`config.mk`:
```
export PLATFORM = sky130hd
export DESIGN_NAME = packet_gatherer
export DESIGN_NICKNAME = d
export VERILOG_FILES = /design/src/rtl/gatherer_pkg.sv /design/src/rtl/gatherer_skid_buf.sv /design/src/rtl/packet_gatherer.sv
export SDC_FILE = /design/constraint.sdc
export NUM_CORES = 1
export LEC_CHECK = 0
export BUFFER_PORTS_ARGS = -buffer_cell sky130_fd_sc_hd__buf_4
export CELL_PAD_IN_SITES_DETAIL_PLACEMENT = 1
export CELL_PAD_IN_SITES_GLOBAL_PLACEMENT = 2
export CORE_MARGIN = 1.5
export CORE_UTILIZATION = 31
export DETAILED_ROUTE_END_ITERATION = 8
export PLACE_DENSITY_LB_ADDON = 0.1
export SYNTH_ARGS = -nofsm -noshare
export SYNTH_HDL_FRONTEND = slang
export SYNTH_SLANG_ARGS = --single-unit
export TNS_END_PERCENT = 30
```
`constraint.sdc`:
```
create_clock -name clk_line -period 3.9 [get_ports clk_line]
set_input_delay 0.195 -clock clk_line [delete_from_list [all_inputs] [get_ports clk_line]]
set_output_delay 0.195 -clock clk_line [all_outputs]
set_load 0.05 [all_outputs]
```
`src/rtl/gatherer_pkg.sv`:
```
// Shared types and constants for the four-tile packet gatherer.
// Holds the arbiter state encoding and the round-robin pick helper.
package gatherer_pkg;

    localparam int N_PORTS = 4;
    localparam int TID_W   = 2;
    localparam int CNT_W   = 16;

    typedef enum logic {
        IDLE   = 1'b0,
        LOCKED = 1'b1
    } state_e;

    // First requester found scanning last+1, last+2, last+3, last (mod 4).
    function automatic logic [TID_W-1:0] rr_pick(
        input logic [N_PORTS-1:0] req,
        input logic [TID_W-1:0]   last
    );
        logic [TID_W-1:0] idx;
        logic [TID_W-1:0] pick;
        logic             found;
        pick  = last;
        found = 1'b0;
        for (int k = 1; k <= N_PORTS; k++) begin
            idx = last + TID_W'(k);
            if (!found && req[idx]) begin
                pick  = idx;
                found = 1'b1;
            end
        end
        return pick;
    endfunction

endpackage

```
`src/rtl/gatherer_skid_buf.sv`:
```
// Two-entry output buffer: registered in_ready (no path from out_ready),
// full throughput while drained, payload held stable during stalls.
module gatherer_skid_buf #(
    parameter int W = 39
) (
    input  logic         clk_i,
    input  logic         rst_ni,
    input  logic         in_valid_i,
    output logic         in_ready_o,
    input  logic [W-1:0] in_data_i,
    output logic         out_valid_o,
    input  logic         out_ready_i,
    output logic [W-1:0] out_data_o
);

    logic [W-1:0] mem_q [2];
    logic         wr_ptr_q;
    logic         rd_ptr_q;
    logic [1:0]   cnt_q;
    logic [1:0]   cnt_d;
    logic         push;
    logic         pop;

    assign in_ready_o  = (cnt_q != 2'd2);
    assign out_valid_o = (cnt_q != 2'd0);
    assign push        = in_valid_i && in_ready_o;
    assign pop         = out_valid_o && out_ready_i;
    // Idle output reads as zero so reset and empty states present clean buses.
    assign out_data_o  = out_valid_o ? mem_q[rd_ptr_q] : '0;

    always_comb begin
        cnt_d = cnt_q;
        case ({push, pop})
            2'b10:   cnt_d = cnt_q + 2'd1;
            2'b01:   cnt_d = cnt_q - 2'd1;
            default: cnt_d = cnt_q;
        endcase
    end

    always_ff @(posedge clk_i or negedge rst_ni) begin
        if (!rst_ni) begin
            wr_ptr_q <= 1'b0;
            rd_ptr_q <= 1'b0;
            cnt_q    <= 2'd0;
        end else begin
            if (push) wr_ptr_q <= ~wr_ptr_q;
            if (pop)  rd_ptr_q <= ~rd_ptr_q;
            cnt_q <= cnt_d;
        end
    end

    always_ff @(posedge clk_i) begin
        if (push) mem_q[wr_ptr_q] <= in_data_i;
    end

endmodule

```
`src/rtl/packet_gatherer.sv`:
```
// Merges four tile AXI-Stream inputs into one output, one whole packet at a
// time, with round-robin arbitration and a completed-packet counter.
module packet_gatherer
    import gatherer_pkg::*;
#(
    parameter int BW  = 32,
    parameter int BWB = BW / 8,
    parameter int N   = 4
) (
    input  logic             clk_line,
    input  logic             clk_line_rst_low,
    input  logic [N-1:0]     stream_in_packet_TVALID,
    input  logic [BW*N-1:0]  stream_in_packet_TDATA,
    input  logic [BWB*N-1:0] stream_in_packet_TKEEP,
    input  logic [N-1:0]     stream_in_packet_TLAST,
    output logic [N-1:0]     stream_in_packet_TREADY,
    output logic             stream_out_packet_TVALID,
    output logic [BW-1:0]    stream_out_packet_TDATA,
    output logic [BWB-1:0]   stream_out_packet_TKEEP,
    output logic             stream_out_packet_TLAST,
    output logic [TID_W-1:0] stream_out_packet_TID,
    input  logic             stream_out_packet_TREADY,
    output logic [CNT_W-1:0] pkt_count
);

    localparam int PW = BW + BWB + 1 + TID_W;

    logic [BW-1:0]    tdata_arr [N];
    logic [BWB-1:0]   tkeep_arr [N];

    state_e           state_q, state_d;
    logic [TID_W-1:0] g_q, g_d;
    logic [TID_W-1:0] lg_q, lg_d;
    logic [CNT_W-1:0] pkt_count_q, pkt_count_d;

    logic             skid_in_valid;
    logic             skid_in_ready;
    logic [PW-1:0]    skid_in_data;
    logic [PW-1:0]    skid_out_data;

    generate
        for (genvar gi = 0; gi < N; gi++) begin : g_unpack
            assign tdata_arr[gi] = stream_in_packet_TDATA[BW*gi +: BW];
            assign tkeep_arr[gi] = stream_in_packet_TKEEP[BWB*gi +: BWB];
        end
    endgenerate

    always_comb begin
        state_d                 = state_q;
        g_d                     = g_q;
        lg_d                    = lg_q;
        stream_in_packet_TREADY = '0;
        skid_in_valid           = 1'b0;
        case (state_q)
            IDLE: begin
                if (|stream_in_packet_TVALID) begin
                    g_d     = rr_pick(stream_in_packet_TVALID, lg_q);
                    lg_d    = g_d;
                    state_d = LOCKED;
                end
            end
            LOCKED: begin
                // Grant stays on g until its TLAST beat is accepted.
                stream_in_packet_TREADY[g_q] = skid_in_ready;
                skid_in_valid = stream_in_packet_TVALID[g_q];
                if (skid_in_valid && skid_in_ready && stream_in_packet_TLAST[g_q])
                    state_d = IDLE;
            end
            default: state_d = IDLE;
        endcase
    end

    assign skid_in_data = {g_q, stream_in_packet_TLAST[g_q], tkeep_arr[g_q], tdata_arr[g_q]};

    always_ff @(posedge clk_line or negedge clk_line_rst_low) begin
        if (!clk_line_rst_low) begin
            state_q     <= IDLE;
            g_q         <= '0;
            lg_q        <= TID_W'(N_PORTS - 1);
            pkt_count_q <= '0;
        end else begin
            state_q     <= state_d;
            g_q         <= g_d;
            lg_q        <= lg_d;
            pkt_count_q <= pkt_count_d;
        end
    end

    gatherer_skid_buf #(
        .W (PW)
    ) u_skid (
        .clk_i       (clk_line),
        .rst_ni      (clk_line_rst_low),
        .in_valid_i  (skid_in_valid),
        .in_ready_o  (skid_in_ready),
        .in_data_i   (skid_in_data),
        .out_valid_o (stream_out_packet_TVALID),
        .out_ready_i (stream_out_packet_TREADY),
        .out_data_o  (skid_out_data)
    );

    assign {stream_out_packet_TID, stream_out_packet_TLAST,
            stream_out_packet_TKEEP, stream_out_packet_TDATA} = skid_out_data;

    always_comb begin
        pkt_count_d = pkt_count_q;
        if (stream_out_packet_TVALID && stream_out_packet_TREADY && stream_out_packet_TLAST)
            pkt_count_d = pkt_count_q + 1'b1;
    end

    assign pkt_count = pkt_count_q;

endmodule

```
=== After elaboration in Yosys (flattened, before gate mapping) ===
Memory sizes are Yosys's and may differ from the RTL's.
Index checks and enable logic that the tools add are counted.

* Bits in registers: 25
* RAM bits: 78
* Input bits: 155
* Output and inout bits: 60
* Word-level logic and storage cells: 87
* Memories: 1

{| class="wikitable"
|+ Memory list
! name !! words !! width !! read ports !! clocked after memory_dff !! wr ports !! RTL line !! text
|-
| u_skid.mem_q || 2 || 39 || 1 || 0 || 1 || gatherer_skid_buf.sv:16 || <nowiki>logic [W-1:0] mem_q [2];</nowiki>
|}

* Add/subtract/negate cells: 6
* Magnitude comparators: 7
* Eq/ne operators: 3
* Mux-type cells: 42
* Bitwise operators: 5
* Reductions and logical operators: 16

{| class="wikitable"
|+ Operators with widths
! kind !! count
|-
| binary-select mux 32 bit (select 2 bit) || 1
|-
| 2-to-1 mux 32 bit || 2
|-
| 2-to-1 mux 39 bit || 1
|-
| 2-to-1 mux 1 bit || 21
|-
| adder 16 x 1 -> 16 bit (second input constant) || 1
|-
| < comparator 2 x 3 -> 1 bit (second input constant) || 5
|-
| binary-select mux 1 bit (select 2 bit) || 6
|-
| 2-to-1 mux 4 bit || 3
|-
| logical AND 1 bit || 9
|-
| binary-select mux 4 bit (select 2 bit) || 1
|-
| 2-to-1 mux 2 bit || 4
|-
| adder 2 x 1 -> 2 bit (second input constant) || 2
|-
| adder 2 bit (second input constant) || 2
|-
| bitwise AND 4 bit || 1
|-
| case mux 2 bit (2 select lines) || 1
|-
| nonzero test 2 bit || 2
|-
| OR reduction 4 bit || 1
|-
| >= comparator 3 bit (second input constant) || 1
|-
| zero test 1 bit || 3
|-
| inverter 1 bit || 3
|-
| inverter 2 -> 3 bit || 1
|-
| demux 1 bit (select 2 bit) || 1
|-
| equality test 2 x 1 -> 1 bit (second input constant) || 1
|-
| equality test 2 bit (second input constant) || 1
|-
| other kinds (5) || 5
|}

=== Logic depth before layout (Yosys ltp) ===
* Depth after elaboration: 19
* Depth in mapped cells: 7
* Depth with buffers taken out: 7

=== Cells and area by module ===
A second synthesis with hierarchy kept.

* Cell total of the unflattened synthesis: 354
* Area total of the unflattened synthesis: 5,210.0 um2

{| class="wikitable"
|+ Modules (own cells, without submodules)
! module !! instances !! cells an instance !! area an instance (um2) !! sequential area each (um2)
|-
| gatherer_skid_buf || 1 || 183 || 3,136.8 || 2,442.3
|-
| packet_gatherer || 1 || 171 || 2,073.2 || 528.0
|}

=== Worst setup path after synthesis ===
No wires, ideal clock.

* Kind: register to register
* Start point: register g_q[0]
* End point: memory u_skid.mem_q[0][0] (enable)
* Setup time: 435 ps
* Arrival: 2,616 ps
* Data required time: 3,465 ps
* Path slack: 849 ps
* Cell stages (with the launch flop): 5
* Buffers on the path: 1
* Period minus slack after synthesis: 3,051 ps
* Path through: dfrtp_1 > buf_2 > mux4_2 > nand2b_2 > nor2_1

* Word-level cells in the longest chain between the ends: 6

{| class="wikitable"
|+ Ends and longest elaborated chain
! what !! RTL line !! text
|-
| start: declaration || packet_gatherer.sv:32 || <nowiki>logic [TID_W-1:0] g_q, g_d;</nowiki>
|-
| start signal: assignment || packet_gatherer.sv:83 || <nowiki>g_q <= g_d;</nowiki>
|-
| binary-select mux 1 bit (select 2 bit) || packet_gatherer.sv:65 || <nowiki>skid_in_valid = stream_in_packet_TVALID[g_q];</nowiki>
|-
| 2-to-1 mux 1 bit (implied by the code) || packet_gatherer.sv:65 ||
|-
| 2-to-1 mux 1 bit || packet_gatherer.sv:54 || <nowiki>case (state_q)</nowiki>
|-
| logical AND 1 bit || gatherer_skid_buf.sv:26 || <nowiki>assign push = in_valid_i && in_ready_o;</nowiki>
|-
| 2-to-1 mux 1 bit || gatherer_skid_buf.sv:53 || <nowiki>if (push) mem_q[wr_ptr_q] <= in_data_i;</nowiki>
|-
| 2-to-1 mux 1 bit (implied by the code) || gatherer_skid_buf.sv:53 ||
|-
| end: declaration || gatherer_skid_buf.sv:16 ||
|}

No other way between the ends. The select of a mux whose other input is x is not followed.

=== Final worst setup path ===
* Start point: register u_skid.rd_ptr_q
* End point: output port stream_out_packet_TDATA[14]

* Word-level cells in the longest chain between the ends: 2

{| class="wikitable"
|+ Ends and longest elaborated chain
! what !! RTL line !! text
|-
| start: declaration || gatherer_skid_buf.sv:18 || <nowiki>logic rd_ptr_q;</nowiki>
|-
| start signal: assignment || gatherer_skid_buf.sv:47 || <nowiki>if (pop) rd_ptr_q <= ~rd_ptr_q;</nowiki>
|-
| memory read (2 x 39 bit) || n/a ||
|-
| 2-to-1 mux 39 bit || gatherer_skid_buf.sv:29 || <nowiki>assign out_data_o = out_valid_o ? mem_q[rd_ptr_q] : '0;</nowiki>
|-
| end: declaration || packet_gatherer.sv:18 || <nowiki>output logic [BW-1:0] stream_out_packet_TDATA,</nowiki>
|}

No other way between the ends.

==> results.json <==
{
  "hp-start": "stream_in_packet_TVALID[3]",
  "critPathMostFrequentCell": "buf_4",
  "rows": 46,
  "antenna_found_initial": 0,
  "async_reset_ff_share_pct": 24.27,
  "die_area_mm2": 0.01715,
  "synthDistinctLibCells": 36,
  "overflow": 0,
  "synth_top_family_by_area": "multiplexers",
  "drive_gt1_share_pct": 52.11,
  "arrival_ns": 2.25,
  "drt-initial-drc-count": 111,
  "p_int_mw": 3.574,
  "switchingPower_mw": 2.943,
  "die_w_um": 131.0,
  "fin_util_pct": 45.29,
  "slew_violations": 0,
  "cts_tree": "done",
  "critPathLaunch": "u_skid.rd_ptr_q$_DFFE_PN0P_",
  "grt_setup_unrepaired": "no",
  "dr.pass1.iters": 4,
  "p_clk_share_pct": 14.1,
  "cts.htree.levels": 3,
  "netlist_area_mm2": 0.005076,
  "top_layer_used": "met4",
  "hpwlAfterDp_mm": 9.742,
  "dr_wl_met3_um": 881,
  "grt_pass1_vias": 3859,
  "post-route-min-period_ns": 2.448,
  "fin_ws_ns": 1.452,
  "cts_root_buf": "clkbuf_16",
  "fin_crit_sh_pct": 62.77,
  "fin_setup_tns_ns": 0,
  "worstSetupPathType": "reg -> out",
  "cts_resized": 0,
  "seq_area_frac_synth_pct": 58.52,
  "routedWlPerCell_um": 17.48,
  "worstPathMaxFanout": 30,
  "finalSetupViolCount": 0,
  "crit_path_max_incr_delay_ns": 0.99,
  "reg2reg_from": "u_skid.cnt_q[1]$_DFFE_PN0P_",
  "crit_buf_inv": 2,
  "maxCapViolations": 0,
  "synth-xor-area-share_pct": 3.451,
  "syn_avg_cell_area_um2": 15.29,
  "syn-num-nets": 489,
  "detail_route.vias_per_cell": 4.725,
  "skew_ns": 0.006766,
  "synthCells": 332,
  "slew-limit-headroom_pct": 32.25,
  "cts_hold_buf": 1,
  "initial_core_util_pct": 31.84,
  "area_growth_pct": 42.25,
  "critPathTopFamily": "flip-flops",
  "p_comb_share_pct": 54.7,
  "layout.cells.non_filler": 761,
  "p_sw_share_pct": 45.16,
  "crit_path_start_kind": "flip-flop",
  "p_leak_nw": 3.028,
  "p_per_area_mw_per_mm2": 902.5,
  "grt_max_degree": 45,
  "antenna_left": 0,
  "outcome": "completed",
  "num-nets-final": 699,
  "fmax_ghz": 0.4085,
  "worstMarginPinSlew_ns": 1.014,
  "synthMuxAreaShare_pct": 25.02,
  "ys_ff_latch": 103,
  "synth.area.top_cells": "edfxtp_1 46%, mux4_2 17%, dfrtp_1 11%, mux2i_1 7.5%, nor2_1 3.7%",
  "clkTransAtPathRegs_ns": 0.06,
  "synth_top_area_share_pct": 46.14,
  "seqPwrFrac_pct": 31.1,
  "hold_path_class": "in -> reg",
  "postCtsSetupBuffers": 0,
  "cts_buffer_depth": 2,
  "synth_area_leader_cell": "edfxtp_1",
  "ys_warn_count": 0,
  "cp-end-kind": "primary output",
  "die_height_um": 131.0,
  "clock_sinks": 103,
  "dp_cells": 746,
  "clock_latency_ns": 0.33,
  "diodes": 0,
  "cts_made_buffers": 9,
  "yosys.area_share.adder_pct": 0.4930,
  "grt_use_total_pct": 15.40,
  "critPathRequiredTime_ns": 3.70,
  "io_pins": 215,
  "core_mm2": 0.01594,
  "slowest_stage": "dfrtp_2",
  "synth-simple-area-share_pct": 8.011,
  "place_ws_ns": 1.594,
  "vdd_ir_drop_max_v": 0.0003191,
  "synthTopCellsByCount": "78 x edfxtp_1, 50 x nor2_1, 38 x mux2i_1, 38 x mux4_2, 23 x dfrtp_1",
  "gp_routability_congestion": 0.7233,
  "wl_met1_mm": 5.399,
  "synth_ff_type": "edfxtp_1",
  "dr_wl_met2_mm": 6.894,
  "portBuffers": 214,
  "synth_compound_area_share_pct": 1.923,
  "hold_viol_final": 0,
  "grt_pass1_wl_mm": 19.90,
  "num_vias": 3596,
  "synth_edf_count": 78,
  "critical_path.cell_chain": "buf_4 -> mux2i_1 -> nor2_1 -> buf_4",
  "synth.most_common_cell": "edfxtp_1",
  "drc": 0,
  "wl_mm": 13.31,
  "report.power.total_mw": 6.517
}
[per-stage QoR]
step                hold WS, ns  area, um^2
floorplan               -0.1006        5076
global placement         0.1249        6909
detailed placement       0.1266        6909
CTS                      0.2032        7221
global route             0.2236        7221
finish                   0.2090        7221
[layer usage]
layer / global-route usage [%] / vias to the layer above
met5: 0 / -
met3: 3.664 / 8
met1: 18.72 / 1782
met2: 27.23 / 116
li1: - / 1690
met4: 4.460 / 0
[cells by family after synthesis]
group | Yosys count
compound gates | 14
fa+ha+maj | 2
simple gates | 85
flops | 103
buf+inv | 30
xor+xnor | 20
mux | 78
[final timing paths]
kind	endpoint	slack [ns]	cells past startpoint
max	stream_out_packet_TDATA[14]	1.45	4
min	state_q$_DFF_PN0_	0.21	3
max reg2reg	u_skid.mem_q[0][12]$_DFFE_PP_	1.65	5
min reg2reg	pkt_count[15]$_DFFE_PN0P_	0.49	1
max in group asynchronous	lg_q[0]$_DFFE_PN1P_	3.28	2
min in group asynchronous	pkt_count[6]$_DFFE_PN0P_	0.31	2
[layout make-up]
class                   instances  area, um^2
clock buffers                  10       229.0
inverters                      10       37.54
clock inverters                 4       72.57
multi-input cells             199        1991
well taps                     216       270.3
fillers                      1690        8722
repair buffers                219        1647
flip-flops and latches        103        2974
[registers in the layout, indices dropped and copies added (netlist names)]
name,count
g_q,2
lg_q,2
pkt_count,16
state_q,1
u_skid.cnt_q,2
u_skid.mem_q,78
u_skid.rd_ptr_q,1
u_skid.wr_ptr_q,1
[power groups by stage]
stage | sequential, mW | combinational, mW | clock (mW)
after global placement | 2.04 | 3.60 | 0
after detailed placement | 2.06 | 3.64 | 0
after CTS | 2.04 | 3.65 | 0.948
after floorplan | 2.00 | 2.55 | 0
final | 2.03 | 3.57 | 0.920
after global routing | 2.09 | 3.83 | 0.993
[cells in the final DEF (no fill, tap or decap), types with 2 or more instances in the layout]
cell,count
nand3_1,6
nor4_1,2
a21oi_1,2
bufinv_16,2
ha_1,2
and3_1,3
dfrtp_1,20
nand2_1,6
xor2_1,2
mux4_2,38
nor2_4,2
dfrtp_2,3
nor2_1,48
buf_4,218
clkbuf_16,9
inv_1,10
nand4_1,6
nor3b_1,2
edfxtp_1,78
a31oi_1,2
o21ai_0,4
xnor2_1,18
dfstp_2,2
nor3_1,4
mux2i_1,38
[tightest hold or removal path, stage by stage]
cell,delay [ns]
buf_4,0.10
nor4_1,0.06
a32oi_1,0.14
(Power assumes the default switching activity.)
